### src/rtl/reg_scoreboard.sv
`default_nettype none
// ============================================================================
// reg_scoreboard : shadow rd-tag pipeline (X/M/W) driving the decode interlock
//                  and the pending-write register mask.
// Revision       : 1.0
// ============================================================================
module reg_scoreboard #(
  parameter bit FWD_EN   = 1'b1,
  parameter bit W_BYPASS = 1'b1
) (
  input  logic        clk,
  input  logic        rst,
  input  logic [31:0] instr_D,
  input  logic        valid_D,
  input  logic        RegWEn_D,
  input  logic        mem_busy,
  input  logic        flush_X,
  output logic        stall_D,
  output logic        bubble_X,
  output logic [31:0] pending_mask
);

  localparam logic [6:0] C_OP_LOAD   = 7'h03;
  localparam logic [6:0] C_OP_LUI    = 7'h37;
  localparam logic [6:0] C_OP_AUIPC  = 7'h17;
  localparam logic [6:0] C_OP_JAL    = 7'h6F;
  localparam logic [6:0] C_OP_RTYPE  = 7'h33;
  localparam logic [6:0] C_OP_STORE  = 7'h23;
  localparam logic [6:0] C_OP_BRANCH = 7'h63;

  typedef struct packed {
    logic       v;
    logic [4:0] rd;
    logic       we;
    logic       ld;
  } entry_t;

  localparam entry_t C_EMPTY = '0;

  entry_t ex_q, ex_d;
  entry_t em_q, em_d;
  entry_t ew_q, ew_d;
  logic   flush_pend_q, flush_pend_d;

  logic [6:0] w_opcode;
  logic [4:0] w_rd;
  logic [4:0] w_rs1;
  logic [4:0] w_rs2;
  logic       w_use_rs1;
  logic       w_use_rs2;
  entry_t     w_dec;
  logic       w_hz_x;
  logic       w_hz_m;
  logic       w_hz_w;
  logic       w_hazard;
  logic       w_advance;
  logic       w_kill;
  logic       w_bubble;
  logic       w_unused;

  assign w_opcode = instr_D[6:0];
  assign w_rd     = instr_D[11:7];
  assign w_rs1    = instr_D[19:15];
  assign w_rs2    = instr_D[24:20];
  assign w_unused = ^{instr_D[31:25], instr_D[14:12]};

  assign w_use_rs1 = !((w_opcode == C_OP_LUI) || (w_opcode == C_OP_AUIPC) ||
                       (w_opcode == C_OP_JAL));
  assign w_use_rs2 = (w_opcode == C_OP_RTYPE) || (w_opcode == C_OP_STORE) ||
                     (w_opcode == C_OP_BRANCH);

  always_comb begin
    w_dec    = C_EMPTY;
    w_dec.v  = 1'b1;
    w_dec.rd = w_rd;
    w_dec.we = RegWEn_D && (w_rd != 5'd0);
    w_dec.ld = (w_opcode == C_OP_LOAD);
  end

  // A source matches an entry only if it is read, non-x0, and the entry writes it.
  function automatic logic src_hit(input entry_t e, input logic [4:0] rs, input logic used);
    return used && (rs != 5'd0) && e.v && e.we && (e.rd == rs);
  endfunction

  always_comb begin
    w_hz_x = (src_hit(ex_q, w_rs1, w_use_rs1) || src_hit(ex_q, w_rs2, w_use_rs2)) &&
             (!FWD_EN || ex_q.ld);
    w_hz_m = !FWD_EN &&
             (src_hit(em_q, w_rs1, w_use_rs1) || src_hit(em_q, w_rs2, w_use_rs2));
    w_hz_w = !FWD_EN && !W_BYPASS &&
             (src_hit(ew_q, w_rs1, w_use_rs1) || src_hit(ew_q, w_rs2, w_use_rs2));
  end

  assign w_hazard  = valid_D && (w_hz_x || w_hz_m || w_hz_w);
  assign w_advance = !mem_busy;
  assign w_kill    = flush_X || flush_pend_q;
  assign w_bubble  = w_advance && (w_kill || !valid_D || w_hazard);

  // Reset forces a safe decode view regardless of the live inputs.
  assign stall_D  = !rst && (mem_busy || w_hazard);
  assign bubble_X = rst || w_bubble;

  always_comb begin
    ex_d         = ex_q;
    em_d         = em_q;
    ew_d         = ew_q;
    flush_pend_d = flush_pend_q;
    if (w_advance) begin
      ew_d         = em_q;
      em_d         = ex_q;
      ex_d         = w_bubble ? C_EMPTY : w_dec;
      flush_pend_d = 1'b0;
    end else if (flush_X) begin
      flush_pend_d = 1'b1;
    end
  end

  always_ff @(posedge clk or posedge rst) begin
    if (rst) begin
      ex_q         <= C_EMPTY;
      em_q         <= C_EMPTY;
      ew_q         <= C_EMPTY;
      flush_pend_q <= 1'b0;
    end else begin
      ex_q         <= ex_d;
      em_q         <= em_d;
      ew_q         <= ew_d;
      flush_pend_q <= flush_pend_d;
    end
  end

  always_comb begin
    pending_mask = '0;
    if (ex_q.v && ex_q.we) pending_mask[ex_q.rd] = 1'b1;
    if (em_q.v && em_q.we) pending_mask[em_q.rd] = 1'b1;
    if (ew_q.v && ew_q.we) pending_mask[ew_q.rd] = 1'b1;
    pending_mask[0] = 1'b0;
  end

endmodule
`default_nettype wire
### config.mk
export PLATFORM = sky130hd
export DESIGN_NAME = reg_scoreboard
export DESIGN_NICKNAME = d
export VERILOG_FILES = /design/src/rtl/reg_scoreboard.sv
export SDC_FILE = /design/constraint.sdc
export NUM_CORES = 1
export LEC_CHECK = 0
export CORE_UTILIZATION = 41
export CTS_BUF_LIST = sky130_fd_sc_hd__clkbuf_8
export CTS_CLUSTER_DIAMETER = 120
export DETAILED_ROUTE_END_ITERATION = 12
export GPL_TIMING_DRIVEN = 0
export PLACE_DENSITY = 0.82
export SYNTH_ARGS = -nofsm -noshare
export SYNTH_HDL_FRONTEND = slang
export SYNTH_SLANG_ARGS = --single-unit
### constraint.sdc
create_clock -name clk -period 1.8 [get_ports clk]
set_input_delay 0.36 -clock clk [delete_from_list [all_inputs] [get_ports clk]]
set_output_delay 0.36 -clock clk [all_outputs]
set_load 0.1 [all_outputs]
Word-level counts from Yosys, hierarchy flattened

Cells that the tools add are included.

Output and inout port bits: 34
Bits of input ports: 38
Word-level logic and storage cells: 77
Register bits: 23

Bitwise operators: 2
Multiplexer cells: 12
Reductions and logical operators: 36
Equality and inequality tests: 10
Magnitude comparators: 6

Operators with widths:

| kind                                                                                | count |
|---|---|
| 32-bit 2-to-1 mux                                                                   | 3 |
| 32-bit OR                                                                           | 2 |
| 7-bit by 6-bit equality test with 1-bit output, second input constant               | 3 |
| 1-bit logical AND                                                                   | 19 |
| 5-bit by 6-bit < comparator with 1-bit output, second input constant                | 3 |
| 1-bit demux with 5-bit select                                                       | 3 |
| 5-bit by 1-bit greater-or-equal comparator with 1-bit output, second input constant | 3 |
| 5-bit nonzero test                                                                  | 3 |
| 7-bit equality test, second input constant                                          | 2 |
| 5-bit equality test                                                                 | 2 |
| 1-bit logical OR                                                                    | 10 |
| 8-bit 2-to-1 mux                                                                    | 1 |
| 7-bit by 2-bit equality test with 1-bit output, second input constant               | 1 |
| 7-bit by 5-bit equality test with 1-bit output, second input constant               | 1 |
| 1-bit 2-to-1 mux                                                                    | 5 |
| 1-bit logical NOT                                                                   | 4 |
| 2-bit by 1-bit != test with 1-bit output, second input constant                     | 1 |

Longest topological paths before layout

Gate-level depths: netlist of the first run.

Word-level depth: 14
Mapped depth: 6
Mapped depth without buffers: 5

Worst setup path after synthesis of the first run

Ideal clock, no wire load.

Path kind: register to output
Start point: reg ex_q[2] in the netlist's numbering
End point: out bubble_X
Data required time: 1440 ps
Arrival: 2843 ps
Buffers on the path: 1
Path slack: -1403 ps
Stages on the path, launching flop included: 7
Path through: dfrtp_1 buf_6 xnor2_1 nand3_1 nor3_1 a31oi_4 a32oi_1

Longest elaborated chain between the ends: 8
Elaborated cells between the ends (all ways): 10

RTL lines:

| what                     | line | source |
|---|---|---|
| start: declaration       | 40   | `entry_t ex_q, ex_d;` |
| start signal: assignment | 120  | `ex_q <= C_EMPTY;` |
| start signal: assignment | 125  | `ex_q <= ex_d;` |
| 5-bit equality test      | 82   | `return used && (rs != 5'd0) && e.v && e.we && (e.rd == rs);` |
| 1-bit logical AND        | 82   |  |
| 1-bit logical OR *       | 86   | `w_hz_x = (src_hit(ex_q, w_rs1, w_use_rs1) \|\| src_hit(ex_q, w_rs2, w_use_rs2)) &&` |
| 1-bit logical AND *      | 86   |  |
| 1-bit logical AND *      | 94   | `assign w_hazard = valid_D && (w_hz_x \|\| w_hz_m \|\| w_hz_w);` |
| 1-bit logical OR *       | 97   | `assign w_bubble = w_advance && (w_kill \|\| !valid_D \|\| w_hazard);` |
| 1-bit logical AND *      | 97   |  |
| 1-bit logical OR *       | 101  | `assign bubble_X = rst \|\| w_bubble;` |
| end: declaration         | 19   | `output logic bubble_X,` |

Mark *: on every way between the ends. The rest lies on a longest branch, timed or not.

Worst setup path in the final report of the first run

Start point: reg ex_q[2] in the netlist's numbering
End point: out stall_D

Longest elaborated chain between the ends: 7
Elaborated cells between the ends (all ways): 9

RTL lines:

| what                | line | source |
|---|---|---|
| 5-bit equality test | 82   |  |
| 1-bit logical AND   | 82   |  |
| 1-bit logical OR *  | 86   |  |
| 1-bit logical AND * | 86   |  |
| 1-bit logical AND * | 94   |  |
| 1-bit logical OR *  | 100  | `assign stall_D = !rst && (mem_busy \|\| w_hazard);` |
| 1-bit logical AND * | 100  |  |
| end: declaration    | 18   | `output logic stall_D,` |

Marked as above.

==> impl_metrics.py, run 1 <==
metrics = {
    "worst_setup_path": {
        "start_kind": "flop",
        "critical_path.max_fanout": 3,
        "timing.critical_path.required_ns": 1.44,
        "criticalPathCategory": "flop to output port",
        "critical_path.endpoint_type": "output port",
        "worstPathArrival_ns": 2.17,
    },
    "timing": {
        "tightest_slew_ns": 0.6718,
        "final_critical_path_setup_slack_ns": -0.7260,
        "fin_worst_skew_ns": 0.003903,
        "timing.final.setup_violations": 41,
        "timing_hold_violations_final": 0,
        "hold-worst-slack_ns": 0.5406,
        "final_period_minus_worst_setup_slack_ns": 2.526,
        "grt_setup_unrepaired": "yes",
        "fmax_ghz": 0.3959,
        "slew_viols_final": 0,
        "timing.slew.headroom_pct": 54.80,
        "timing.setup.tns_ns": -15.76,
        "finalCritPeriodShare_pct": 140.3,
    },
    "logic_synthesis": {
        "post_synth_inst_count": 243,
        "yosys-top-cells-count": "sky130_fd_sc_hd__nand2_1, sky130_fd_sc_hd__a22oi_1, sky130_fd_sc_hd__dfrtp_1",
        "mappedNetlistArea_um2": 1916,
        "synth.area.top_cells": "sky130_fd_sc_hd__dfrtp_1, sky130_fd_sc_hd__nand2_1, sky130_fd_sc_hd__a22oi_1, sky130_fd_sc_hd__mux2_2, sky130_fd_sc_hd__nor3b_1",
        "yosys_warnings": 0,
        "most_instantiated_flip_flop_cell_in_the_synthesis_netlist": "sky130_fd_sc_hd__dfrtp_1",
        "synth_compound_area_share_pct": 21.95,
        "post-synth-top-count-cell": "sky130_fd_sc_hd__nand2_1",
        "netlist-cell-type-count": 39,
        "synth.ff_latch_count": 23,
        "netlist.top_cell.by_area": "sky130_fd_sc_hd__dfrtp_1",
        "synth_top_family_by_area": "simple AND/OR/NAND/NOR gates",
        "synth-simple-area-share_pct": 32.27,
        "syn-mean-instance-area_um2": 7.883,
        "synth-xor-area-share_pct": 3.658,
        "synthAdderAreaFrac_pct": 0,
        "mappedNetlistNets": 281,
        "synth-seq-area-share_pct": 30.05,
        "synthArstFlopShare_pct": 100.0,
        "synth_top_area_share_pct": 30.05,
        "synth.mux.area_fraction_pct": 6.466,
        "synth_edf_count": 0,
    },
    "floorplanning": {
        "floorplan.die.height_um": 70.36,
        "design.portCount": 72,
        "initial_utilization_pct": 43.40,
        "floorplan.core_area_um2": 4414,
        "die-area_um2": 4950,
        "horizontal_die_dimension_um": 70.36,
        "row_count": 24,
    },
    "clock_network": {
        "clock-sinks": 23,
        "clk_latency_ns": 0.26,
        "tritoncts": "yes",
        "cts_hold_repair.buffers": 0,
        "h-tree-depth": 1,
        "cts_root_buffer": "sky130_fd_sc_hd__clkbuf_8",
        "clock_path_buffers": 2,
        "number_of_buffers_created_by_cts": 3,
        "clk_pin_slew_worst_paths_ns": 0.08,
    },
    "routing": {
        "finalWirelength_mm": 11.76,
        "detail-route-antenna-nets": 0,
        "vias_per_cell": 7.246,
        "drc_errors": 0,
        "drt_pass_1_iters": 5,
        "drt_iter0_markers": 348,
        "route.vias.total": 2978,
        "wire_per_inst_um": 28.60,
    },
    "global_routing": {
        "global_route_wire_length_before_repair_mm": 12.61,
        "maximum_number_of_pins_on_one_net_before_global_route_repair": 25,
        "globalRoute.totalOverflow": 0,
        "groute.usage.overall_pct": 32.33,
        "grt_antenna_before_repair": 0,
        "first_global_vias": 2599,
    },
    "finish": {
        "num_antenna_cells": 0,
        "area_delta_synth_final_pct": 123.1,
        "postLayoutCellArea_um2": 4274,
        "finish.net_count": 398,
        "drive_above_1_share_pct": 66.57,
    },
    "power": {
        "static_leakage_power_uw": 0.001728,
        "max-vdd-ir-drop_mv": 0.5680,
        "powerDensity_nw_per_um2": 339.3,
    },
    "outcome": {
        "status": "finished, violations left",
        "violations_in_the_final_reports": "negative setup slack",
    },
    "hold_path": {
        "holdCritPathClass": "input port to flop",
    },
    "place": {
        "place_ws_ns": -1.778,
        "detailed_place.area_um2": 2843,
        "place_congestion": 0.9231,
        "hpwlAfterDp_mm": 4.186,
        "placement.io_buffers": 59,
    },
    "run": {
        "maxCapViolations": 0,
    },
}
worst max-delay path: stages, from the launching register on:
cell	delay, ns
sky130_fd_sc_hd__dfrtp_1	0.38
sky130_fd_sc_hd__buf_6	0.13
sky130_fd_sc_hd__buf_4	0.13
sky130_fd_sc_hd__xnor2_1	0.23
sky130_fd_sc_hd__nand3_1	0.15
sky130_fd_sc_hd__nor3_2	0.21
sky130_fd_sc_hd__a31oi_4	0.17
sky130_fd_sc_hd__buf_6	0.16
sky130_fd_sc_hd__a21oi_4	0.15
sky130_fd_sc_hd__buf_12	0.19
state kept, by name (all words and copies together) (netlist names):
signal and count:
em_q 7, ew_q 7, ex_q 8, flush_pend_q 1
worst paths after layout:
| check | from | endpoint | slack [ns] | depth (start not counted) |
|---|---|---|---|---|
| setup / recovery | ex_q[2]$_DFFE_PP0N_ | stall_D | -0.73 | 9 |
| hold / removal | mem_busy | ew_q[3]$_DFFE_PP0N_ | 0.54 | 2 |
| setup reg to reg | ex_q[2]$_DFFE_PP0N_ | ex_q[3]$_DFFE_PP0N_ | -0.40 | 10 |
| hold reg to reg | ex_q[0]$_DFFE_PP0N_ | ex_q[0]$_DFFE_PP0N_ | 0.56 | 1 |
| max in group asynchronous | rst | em_q[3]$_DFFE_PP0N_ | 0.74 | 2 |
| min in group asynchronous | rst | ex_q[2]$_DFFE_PP0N_ | 0.63 | 2 |
cell type report:
| cell class | instances | area, um^2 |
|---|---|---|
| multi-input combinational | 198 | 1964 |
| timing repair buffer | 113 | 1433 |
| sequential | 23 | 585.6 |
| fill | 76 | 140.1 |
| clock inverter | 1 | 3.754 |
| tap | 52 | 65.06 |
| buffer | 14 | 138.9 |
| timing repair inverter | 1 | 5.005 |
| clock buffer | 3 | 41.29 |
| inverter | 6 | 37.54 |
repair_timing:
| action | 4_1_cts | 5_1_grt |
|---|---|---|
| cloned | 0 | 1 |
| setup buffers | 32 | 22 |
| setup endpoints to repair | 41 | 41 |
| pin swaps | 19 | 70 |
| endpoints found under the hold margin | 0 | 0 |
| resized for setup | 387 | 77 |
layer usage:
layer / vias to the layer above / global-route usage [%] / part of all wire (%) / wire [um]
met5: - / 0 / 0 / 0
met1: 1441 / 37.24 / 34 / 3979
li1: 1128 / - / - / -
met3: 120 / 3.608 / 8.3 / 975
met2: 289 / 56.19 / 48 / 5600
met4: 0 / 20.89 / 10 / 1199
cell families after synthesis:
family                 Yosys count
AND/OR/NAND/NOR                128
AO/OA/AOI/OAI                   50
flip-flops                      23
buffers and inverters           22
multiplexers                    11
XOR/XNOR                         8
other                            1
cells in the final DEF (no fill, tap or decap), drive strengths merged, types with 2 or more instances in the layout:
cell / Yosys / layout
buf: 7 / 99
or3: 2 / 2
a22oi: 24 / 24
mux2: 11 / 11
nor3b: 13 / 13
xnor2: 3 / 3
xor2: 5 / 5
a22o: 2 / 2
o21ai: 3 / 3
and3: 5 / 5
dfrtp: 23 / 23
nor2: 13 / 13
a32o: 6 / 6
nor2b: 3 / 3
nand2: 65 / 65
a221o: 4 / 4
and3b: 2 / 2
clkbuf: 9 / 5
inv: 6 / 5
clkdlybuf4s50: 0 / 16
nor3: 13 / 13
clkinvlp: 0 / 3
dlygate4sd2: 0 / 9
nor4: 5 / 5
a32oi: 4 / 4
nand3: 2 / 2
per-stage QoR:
step	cells	total power [uW]	utilization, %
after global placement	354	891.6	64.40
after detailed placement	354	898.2	64.40
after CTS	389	1299	86.08
after global routing	411	1489	96.83
after floorplan	243	781.3	-
final	411	1450	96.83
where the power goes:
part | internal, uW | switching (uW)
Sequential | 551 | 54.3
Combinational | 236 | 299
Clock | 152 | 159
(Power assumes the default switching activity.)
==> run 2: changes to the inputs <==
--- a/config.mk
+++ b/config.mk
@@ -11,6 +11,7 @@
 export DETAILED_ROUTE_END_ITERATION = 12
 export GPL_TIMING_DRIVEN = 0
 export PLACE_DENSITY = 0.82
+export SETUP_SLACK_MARGIN = 0.15
 export SYNTH_ARGS = -nofsm -noshare
 export SYNTH_HDL_FRONTEND = slang
 export SYNTH_SLANG_ARGS = --single-unit
==> run 2 against run 1 <==
  * The flow now stops in global routing (5_1_grt)
  * Synthesized cell count unchanged
  * Area after synthesis unchanged
==> impl_metrics.py, run 2 <==
metrics = {
    "logic_synthesis": {
        "yosys_warnings": 0,
        "synth-seq-area-share_pct": 30.05,
        "netlist-cell-type-count": 39,
        "most_instantiated_flip_flop_cell_in_the_synthesis_netlist": "sky130_fd_sc_hd__dfrtp_1",
        "synthArstFlopShare_pct": 100.0,
        "mappedNetlistArea_um2": 1916,
        "synth.ff_latch_count": 23,
        "synth.area.top_cells": "sky130_fd_sc_hd__dfrtp_1, sky130_fd_sc_hd__nand2_1, sky130_fd_sc_hd__a22oi_1, sky130_fd_sc_hd__mux2_2, sky130_fd_sc_hd__nor3b_1",
        "post-synth-top-count-cell": "sky130_fd_sc_hd__nand2_1",
        "syn-mean-instance-area_um2": 7.883,
        "mappedNetlistNets": 281,
        "yosys-top-cells-count": "sky130_fd_sc_hd__nand2_1, sky130_fd_sc_hd__a22oi_1, sky130_fd_sc_hd__dfrtp_1",
        "synth_top_area_share_pct": 30.05,
        "netlist.top_cell.by_area": "sky130_fd_sc_hd__dfrtp_1",
        "synth_edf_count": 0,
        "post_synth_inst_count": 243,
    },
    "floorplanning": {
        "design.portCount": 72,
        "row_count": 24,
        "floorplan.die.height_um": 70.36,
        "initial_utilization_pct": 43.40,
        "horizontal_die_dimension_um": 70.36,
    },
    "outcome": {
        "firstError": "[ERROR DPL-0038] Utilization greater than 100%, impossible to legalize",
        "flow.stopped_at": "global routing (5_1_grt)",
        "status": "stopped before the end",
    },
    "clock_network": {
        "number_of_buffers_created_by_cts": 3,
        "cts_hold_repair.buffers": 0,
        "clock_path_buffers": 2,
        "h-tree-depth": 1,
        "cts_root_buffer": "sky130_fd_sc_hd__clkbuf_8",
        "clock-sinks": 23,
    },
    "place": {
        "hpwlAfterDp_mm": 4.416,
        "placement.io_buffers": 59,
        "place_ws_ns": -1.783,
        "place_congestion": 0.8769,
        "detailed_place.area_um2": 3022,
    },
    "timing": {
        "grt-worst-endpoint": "stall_D",
        "worst-ep-kind": "output port",
    },
    "global_routing": {
        "maximum_number_of_pins_on_one_net_before_global_route_repair": 25,
    },
}
run 2: cell counts after synthesis:
Identical to the previous run, type by type.
run 2: cells by family after synthesis:
family,synth area share [%]
multiplexers,6.466
AO/OA/AOI/OAI,21.95
AND/OR/NAND/NOR,32.27
buffers and inverters,5.421
flip-flops,30.05
XOR/XNOR,3.658
other,0.1958
run 2: metrics by stage:
step,std cells,hold WS (ns)
detailed placement,354,0.4854
CTS,398,0.5026
floorplan,243,0.3924
global placement,354,0.4797
run 2: repair_timing:
action / in CTS
resized for setup: 378
cloned: 0
endpoints found under the setup margin: 41
setup buffers: 40
pin swaps: 35
==> run 3: changes to the inputs <==
==> config.mk (replaced) <==
export PLATFORM = sky130hd
export DESIGN_NAME = reg_scoreboard
export DESIGN_NICKNAME = d
export VERILOG_FILES = /design/src/rtl/reg_scoreboard.sv
export SDC_FILE = /design/constraint.sdc
export NUM_CORES = 1
export LEC_CHECK = 0
export CORE_UTILIZATION = 40
export DETAILED_ROUTE_END_ITERATION = 12
export GPL_TIMING_DRIVEN = 0
export PLACE_DENSITY_LB_ADDON = 0.15
export SYNTH_ARGS = -nofsm -noshare
export SYNTH_HDL_FRONTEND = slang
export SYNTH_SLANG_ARGS = --single-unit
==> constraint.sdc (replaced) <==
create_clock -name clk -period 2.3 [get_ports clk]
set_input_delay 0.46 -clock clk [delete_from_list [all_inputs] [get_ports clk]]
set_output_delay 0.46 -clock clk [all_outputs]
set_load 0.1 [all_outputs]
==> run 3 against run 2 <==
  * The flow now finishes, with violations (design-rule violations, negative setup slack)
==> impl_metrics.py, run 3 (synthesis gave the netlist of run 1 again) <==
metrics = {
    "outcome": {
        "status": "finished, violations left",
        "violations_in_the_final_reports": "design-rule violations, negative setup slack",
    },
    "run": {
        "maxCapViolations": 0,
    },
    "routing": {
        "drt_iter0_markers": 269,
        "detail-route-antenna-nets": 0,
        "vias_per_cell": 5.947,
        "drt_pass_1_iters": 8,
        "drc_errors": 2,
        "wire_per_inst_um": 16.71,
        "finalWirelength_mm": 6.248,
        "route.vias.total": 2224,
    },
    "worst_setup_path": {
        "critPathMaxStageDelay_ns": 0.29,
        "cpMaxStageDelayCell": "sky130_fd_sc_hd__nor4_2",
        "critical_path.max_fanout": 3,
        "number_of_buffer_and_inverter_instances_along_the_worst_setup_path": 2,
        "timing.critical_path.required_ns": 1.84,
        "criticalPathCategory": "input port to output port",
        "critical_path.endpoint_type": "output port",
        "cpLargestDelayFamily": "compound AO/OA/AOI/OAI gates",
        "start_kind": "input port",
        "path_cells": "dlygate4sd2_1 -> nand4bb_1 -> nor4_2 -> o2111a_1 -> a31oi_4 -> a32oi_4 -> buf_12",
        "worstPathArrival_ns": 1.90,
    },
    "finish": {
        "max_flop_register": "ex_q",
        "drive_above_1_share_pct": 40.99,
        "finish.net_count": 361,
        "fillerInstances": 380,
        "final_core_util_pct": 67.76,
        "flip_flop_count_of_the_largest_register_all_copies_and_words_added": 8,
        "num_antenna_cells": 0,
        "area_delta_synth_final_pct": 58.26,
        "layout.cells.most_common": "sky130_fd_sc_hd__nand2_1",
        "sequential_cell_area_um2": 583.1,
        "fin_cells": 374,
        "most-common-layout-cells": "sky130_fd_sc_hd__nand2_1, sky130_fd_sc_hd__buf_4, sky130_fd_sc_hd__a22oi_1",
        "top_regs": "ex_q x8, em_q x7, ew_q x7",
        "area_occupied_by_multi_input_gates_um2": 1533,
    },
    "timing": {
        "fin_worst_skew_ns": 0.005653,
        "hold-worst-slack_ns": 0.5053,
        "slew_viols_final": 0,
        "grt_setup_unrepaired": "yes",
        "final_critical_path_setup_slack_ns": -0.06104,
        "final_period_minus_worst_setup_slack_ns": 2.361,
        "fmax_ghz": 0.4235,
        "tightest_slew_ns": 0.5463,
        "timing.final.setup_violations": 1,
        "finalCritPeriodShare_pct": 102.7,
        "timing_hold_violations_final": 0,
        "timing.slew.headroom_pct": 63.58,
    },
    "clock_network": {
        "cts_root_buffer": "sky130_fd_sc_hd__clkbuf_8",
        "clock_path_buffers": 2,
        "clock-sinks": 23,
        "clk_latency_ns": 0.26,
        "clk_pin_slew_worst_paths_ns": 0.08,
        "h-tree-depth": 1,
        "number_of_buffers_created_by_cts": 3,
        "tritoncts": "yes",
    },
    "global_routing": {
        "grt_antenna_before_repair": 0,
        "groute.usage.overall_pct": 23.99,
        "global_route_wire_length_before_repair_mm": 9.715,
        "first_global_vias": 2012,
        "globalRoute.totalOverflow": 0,
        "maximum_number_of_pins_on_one_net_before_global_route_repair": 13,
    },
    "floorplanning": {
        "row_count": 24,
        "horizontal_die_dimension_um": 71.20,
        "floorplan.core_area_um2": 4474,
        "initial_utilization_pct": 42.81,
        "design.portCount": 72,
        "floorplan.die.height_um": 71.20,
        "die-area_um2": 5069,
    },
    "power": {
        "post-layout-total-power_uw": 989.7,
        "max-vdd-ir-drop_mv": 0.3205,
        "powerDensity_nw_per_um2": 326.5,
        "static_leakage_power_uw": 0.001381,
    },
    "place": {
        "place_congestion": 0.8741,
        "hpwlAfterDp_mm": 4.079,
        "placement.io_buffers": 59,
        "placedCellCount": 354,
    },
    "hold_path": {
        "holdCritPathClass": "flop to flop",
    },
}
-- run 3: what timing repair did --
item	CTS	global route
setup buffers	4	16
hold buffers	0	0
endpoints found under the setup margin	33	33
resized for setup	254	56
pin swaps	9	19
hold endpoints to repair	0	0
gates cloned	1	0
-- run 3: area by class of cell --
type	instances	area share [%]
well taps	52	2.146
plain buffers	11	2.064
repair inverters	1	0.1651
inverters	6	1.114
clock buffers	4	1.486
repair buffers	79	23.24
flip-flops and latches	23	19.23
multi-input cells	198	50.56
-- run 3: path summary, 6_finish.rpt --
| kind | from | endpoint | slack (ns) | cells after the start |
|---|---|---|---|---|
| worst min register to register | ex_q[0]$_DFFE_PP0N_ | ex_q[0]$_DFFE_PP0N_ | 0.51 | 1 |
| max in group asynchronous | rst | em_q[7]$_DFFE_PP0N_ | 1.23 | 2 |
| worst max register to register | ex_q[4]$_DFFE_PP0N_ | ex_q[4]$_DFFE_PP0N_ | 0.53 | 7 |
| min in group asynchronous | rst | em_q[2]$_DFFE_PP0N_ | 0.76 | 2 |
| worst min-delay path | ex_q[0]$_DFFE_PP0N_ | ex_q[0]$_DFFE_PP0N_ | 0.51 | 1 |
| worst max-delay path | instr_D[1] | bubble_X | -0.06 | 7 |
-- run 3: layer usage --
metal	share of wire [%]	GRT usage, %
met5	0	0
met4	2.3	8.667
met3	5.4	1.709
met2	50	41.27
met1	42	31.66
-- run 3: through the flow --
stage / TNS [ns] / instance area (um^2) / setup slack [ns]
after floorplan: -0.07522 / 1949 / -0.07276
after global placement: -27.64 / 2605 / -1.345
after detailed placement: -28.26 / 2605 / -1.346
after CTS: -0.5887 / 2758 / -0.2030
after global routing: -0.2619 / 3032 / -0.1231
final: -0.06104 / 3032 / -0.06104
-- run 3: report_power, final --
part	internal, uW	switching (uW)	total, uW
logic	122	149	271
registers	430	41.9	472
clock network	124	123	246
